$ cat config.mk
export PLATFORM = sky130hd
export DESIGN_NAME = hv_bundler
export DESIGN_NICKNAME = d
export VERILOG_FILES = /design/src/rtl/hdc_pkg.sv /design/src/rtl/hv_lane_ctr.sv /design/src/rtl/hv_bundler.sv
export SDC_FILE = /design/constraint.sdc
export NUM_CORES = 2
export LEC_CHECK = 0
export CAP_MARGIN = 25
export CELL_PAD_IN_SITES_DETAIL_PLACEMENT = 0
export CELL_PAD_IN_SITES_GLOBAL_PLACEMENT = 1
export CORE_UTILIZATION = 40
export CTS_BUF_LIST = sky130_fd_sc_hd__clkbuf_4 sky130_fd_sc_hd__clkbuf_8
export CTS_CLUSTER_DIAMETER = 50
export DETAILED_ROUTE_END_ITERATION = 7
export PLACE_DENSITY_LB_ADDON = 0.1
export SETUP_SLACK_MARGIN = 0.05
export SLEW_MARGIN = 20
export SYNTH_ARGS = -nofsm -noshare
export SYNTH_HDL_FRONTEND = slang
export SYNTH_SLANG_ARGS = --single-unit
export TNS_END_PERCENT = 20
$ cat constraint.sdc
create_clock -name clk -period 5.19 [get_ports clk]
set_input_delay 0.519 -clock clk [delete_from_list [all_inputs] [get_ports clk]]
set_output_delay 0.519 -clock clk [all_outputs]
set_load 0.01 [all_outputs]
$ cat src/rtl/hdc_pkg.sv
// Shared hyperdimensional-computing types and default sizes for the bundling datapath.
package hdc_pkg;
  localparam int D_DEF  = 64;
  localparam int CW_DEF = 8;

  typedef enum logic [1:0] {
    IDLE = 2'd0,
    ACC  = 2'd1,
    OUT  = 2'd2
  } state_t;
endpackage

$ cat src/rtl/hv_lane_ctr.sv
// One bundling lane: counts set input bits, clear has priority over increment.
// Saturates at all-ones when HV_BUNDLER_SAT_EN is defined, otherwise wraps.
module hv_lane_ctr
  import hdc_pkg::*;
#(
  parameter int CW = CW_DEF
) (
  input  logic          clk,
  input  logic          rst_n,
  input  logic          i_clr,
  input  logic          i_en,
  input  logic          i_bit,
  output logic [CW-1:0] o_cnt_nxt
);

  logic [CW-1:0] r_cnt;
  logic [CW-1:0] w_nxt;

  // o_cnt_nxt includes this cycle's increment so the bundle result can be
  // captured on the same edge as the final vector.
  always_comb begin
    w_nxt = r_cnt;
    if (i_en && i_bit) begin
`ifdef HV_BUNDLER_SAT_EN
      if (r_cnt != {CW{1'b1}}) w_nxt = CW'(r_cnt + 1'b1);
`else
      w_nxt = CW'(r_cnt + 1'b1);
`endif
    end
  end

  always_ff @(posedge clk or negedge rst_n) begin
    if (!rst_n)     r_cnt <= '0;
    else if (i_clr) r_cnt <= '0;
    else            r_cnt <= w_nxt;
  end

  assign o_cnt_nxt = w_nxt;

endmodule

$ cat src/rtl/hv_bundler.sv
// Majority bundler of binary hypervectors; result valid 1 cycle after the last handshake,
// input stalls while the result waits on out_ready. Counter saturation: HV_BUNDLER_SAT_EN.
module hv_bundler
  import hdc_pkg::*;
#(
  parameter int D  = D_DEF,
  parameter int CW = CW_DEF
) (
  input  logic          clk,
  input  logic          rst_n,
  input  logic          clr,
  input  logic          in_valid,
  output logic          in_ready,
  input  logic [D-1:0]  in_hv,
  input  logic          in_last,
  output logic          out_valid,
  input  logic          out_ready,
  output logic [D-1:0]  out_hv,
  output logic [CW-1:0] out_cnt
);

  state_t        r_state;
  state_t        w_state_nxt;
  logic [D-1:0]  r_out_hv;
  logic [CW-1:0] r_out_cnt;

  logic          w_in_hs;
  logic          w_out_hs;
  logic          w_load;
  logic          w_ctr_clr;
  logic [CW-1:0] w_n_nxt;
  logic [CW-1:0] w_acc_nxt [D];
  logic [D-1:0]  w_maj;

  assign in_ready  = (r_state != OUT);
  assign out_valid = (r_state == OUT);

  // clr swallows a coincident input so it never reaches the counters.
  assign w_in_hs   = in_valid & in_ready & ~clr;
  assign w_out_hs  = out_valid & out_ready;
  assign w_load    = w_in_hs & in_last;
  assign w_ctr_clr = clr | w_out_hs;

  hv_lane_ctr #(.CW(CW)) u_n_ctr (
    .clk       (clk),
    .rst_n     (rst_n),
    .i_clr     (w_ctr_clr),
    .i_en      (w_in_hs),
    .i_bit     (1'b1),
    .o_cnt_nxt (w_n_nxt)
  );

  for (genvar g = 0; g < D; g++) begin : g_lane
    hv_lane_ctr #(.CW(CW)) u_lane (
      .clk       (clk),
      .rst_n     (rst_n),
      .i_clr     (w_ctr_clr),
      .i_en      (w_in_hs),
      .i_bit     (in_hv[g]),
      .o_cnt_nxt (w_acc_nxt[g])
    );
    // Strict majority at CW+1 bits; a tie resolves to 0.
    assign w_maj[g] = ({w_acc_nxt[g], 1'b0} > {1'b0, w_n_nxt});
  end

  always_ff @(posedge clk or negedge rst_n) begin
    if (!rst_n) r_state <= IDLE;
    else        r_state <= w_state_nxt;
  end

  always_comb begin
    w_state_nxt = r_state;
    if (clr) begin
      w_state_nxt = IDLE;
    end else begin
      case (r_state)
        IDLE, ACC: if (w_in_hs) w_state_nxt = in_last ? OUT : ACC;
        OUT:       if (w_out_hs) w_state_nxt = IDLE;
        default:   w_state_nxt = IDLE;
      endcase
    end
  end

  always_ff @(posedge clk or negedge rst_n) begin
    if (!rst_n) begin
      r_out_hv  <= '0;
      r_out_cnt <= '0;
    end else if (clr) begin
      r_out_hv  <= '0;
      r_out_cnt <= '0;
    end else if (w_load) begin
      r_out_hv  <= w_maj;
      r_out_cnt <= w_n_nxt;
    end
  end

  assign out_hv  = r_out_hv;
  assign out_cnt = r_out_cnt;

endmodule

==> qor.csv <==
stage;metric;value;unit
outcome;outcome;complete, no violations;
logic_synthesis;ys_seq_area_share;38.3;%
clock_network;clk_latency;0.77;ns
clock_network;cts_root_buf;clkbuf_8;
route;route.detailed.drc;0;
critical_path;end_kind;flop;
floorplanning;std_cell_rows;113;
sta;finalSetupViolCount;0;
global_route;antenna_found_initial;3;
power;vdd_drop_max;0.000177;V
critical_path;setup.worst_path.class;reg -> reg;
logic_synthesis;ys.flop_type;dfrtp_1;
final_layout;final_nets;4732;
logic_synthesis;ys_seq_elements;594;
final_layout;drive_above_1_share;8.48;%
hold_path;min_path_type;in -> async;
power;cellLeakagePower;22.2;nW
floorplanning;ios;144;
final_layout;synthToLayoutAreaGrowth;15.9;%
route;drtIter0Drc;1473;
global_route;grt_pass1_vias;29800;
sta;max_clock_freq;244;MHz
final_layout;final_common_cell;dfrtp_1;
sta;hold_viol;0;
logic_synthesis;syn_nets;4548;
power;finalPower;11.3;mW
sta;min_period;4.10;ns
clock_network;numCtsBuffers;120;
logic_synthesis;syn_area;0.0388;sq mm
clock_network;clk_pin_slew;0.06;ns
clock_network;clock-sinks;594;
clock_network;htree_num_levels;3;
critical_path;worstSetupStartpointType;flop;
place;place_congestion;0.782;
sta;fin_setup_tns;0;ns
logic_synthesis;syn_inst;3965;
floorplanning;die-area;0.0983;sq mm
floorplanning;die_h;313;um
logic_synthesis;synth-edff-count;0;
floorplanning;initial_utilization;40.6;%
sta;worst_slew_pin_slew;1.07;ns
place;place_inst;5291;
logic_synthesis;yosysWarningCount;0;
logic_synthesis;synth-async-reset-ratio;100;%
final_layout;mostFrequentLayoutCells;594 x dfrtp_1, 513 x ha_1, 450 x nor2b_1, 262 x nand3_1, 244 x nand2_1;
critical_path;crit_start;r_state[0];
critical_path;crit_required;5.81;ns
clock_network;clockBufferDepth;3;
route;wl_per_cell;19.4;um
sta;finalClockSkew;0.0385;ns
logic_synthesis;synth_cell_types;47;
logic_synthesis;synth_area_per_cell;9.79;sq um
sta;hold_ws;0.389;ns
power;power_density;250;mW/mm^2
floorplanning;die_w;313;um
place;dp_hpwl;65.6;mm
floorplanning;coreArea;0.0956;sq mm
sta;min_period_over_period;78.9;%
route;vias_per_cell;5.37;
global_route;track_usage;21.9;%
sta;rsz0062_at_grt;false;
place;portBuffers;143;
clock_network;cts_setup_buffers;0;
route;ant_nets;0;
route;drtPass1Iterations;5;
clock_network;cts_tree;yes;
flow_run;maxCapViolations;0;
route;vias;29600;
global_route;grt_max_degree;114;
critical_path;crit_arrival;4.71;ns
sta;relSlewSlack;28.5;%
critical_path;r2r-start;r_state[0];
clock_network;cts.repair.resized;0;
final_layout;final_cells;5512;
clock_network;hold_buffers;1;
sta;slew_viol_final;0;
global_route;grt_overflow;0;
global_route;grt_first_pass_wirelength;170;mm
critical_path;worstPathMaxFanout;44;
route;wl;107;mm
[report_power, final]
group          switching (mW)  internal [mW]
registers              0.0486           4.68
logic                   0.639          0.332
clock network            2.23           3.33
[metrics by stage]
stage | utilization (%) | setup WS (ns) | cell area (sq um)
global placement | 44.1 | 0.874 | 42200
global route | 47.0 | 0.891 | 45000
floorplan | - | 0.0536 | 38800
detailed placement | 44.1 | 0.827 | 42200
finish | 47.0 | 1.09 | 45000
CTS | 47.0 | 1.07 | 45000
[cell families (layout without fill, tap and decap cells)]
kind of cell | count (synthesis) | count (layout) | share of synthesized area, %
and+or+nand+nor | 1613 | 1613 | 22.0
AOI/OAI and AO/OA | 578 | 578 | 9.62
adders and majority gates | 513 | 513 | 16.5
other | 0 | 2 | 0
muxes | 65 | 65 | 1.88
buffers and inverters | 161 | 441 | 1.68
DFF | 594 | 594 | 38.3
xor gates and xnor gates | 441 | 441 | 9.95
[worst max-delay path: stages (launching register included)]
cell	delay, ns
dfrtp_1	0.37
and2b_4	0.80
inv_4	0.36
nand2_4	0.28
buf_4	0.61
nor3_1	0.17
xor2_1	0.20
ha_1	0.32
and3_1	0.18
a221oi_1	0.29
o21ai_0	0.13
o31ai_1	0.09
a21oi_1	0.09
[metal layers]
layer  share of wire, %  vias up  routed length [um]  track usage (%)
li1                   -    14600                   -                -
met1                 49    14400               52300             30.8
met2                 45      405               48600             35.5
met3                4.0      137                4240             3.64
met4                1.7        4                1800             4.60
met5              0.021        -                  22                0
[Yosys cell counts (all sizes together), types with 10 or more instances]
library cell  instances  area share (%)
a21o                106             2.1
a21oi               186             2.4
a221oi               57             1.3
a22oi                34            0.66
a31oi                10            0.16
and3                141             2.3
and4b                10            0.26
buf                  46            0.57
clkbuf               88            0.85
dfrtp               594              38
ha                  513              17
inv                  26            0.25
mux2                 64             1.9
nand2               247             2.4
nand3               262             3.4
nand4               124             2.0
nor2                217             2.1
nor2b               451             7.3
nor3                111             1.4
nor4                 17            0.27
o21ai                83             1.1
o22ai                22            0.35
o311ai               11            0.25
o31ai                44            0.85
or3                  10            0.16
or4                  10            0.20
xnor2               222             5.0
xor2                219             4.9
[final cells by class]
cell class / count / area (sq um)
Clock buffer: 188 / 2360
Timing Repair Buffer: 196 / 2170
Multi-Input combinational cell: 3210 / 23500
Tap cell: 1265 / 1580
Fill cell: 9229 / 50600
Clock inverter: 30 / 402
Inverter: 27 / 104
Sequential cell: 594 / 14900
Antenna cell: 2 / 5.00
[state kept, by name, indices dropped and copies added (netlist names)]
name and flops:
g_lane.u_lane.r_cnt 512, out_cnt 8, out_hv 64, r_state 2
u_n_ctr.r_cnt 8
[worst paths after layout]
kind / to / slack (ns) / cells after the start
min in group clk: r_state[1] / 0.46 / 3
max in group asynchronous: g_lane[10].u_lane.r_cnt[3] / 3.63 / 3
setup / recovery: out_hv[17] / 1.09 / 12
hold / removal: g_lane[34].u_lane.r_cnt[1] / 0.39 / 2
setup reg to reg: out_hv[17] / 1.09 / 12
hold reg to reg: r_state[0] / 0.49 / 1
No activity file was read; power rests on OpenSTA's default activity.
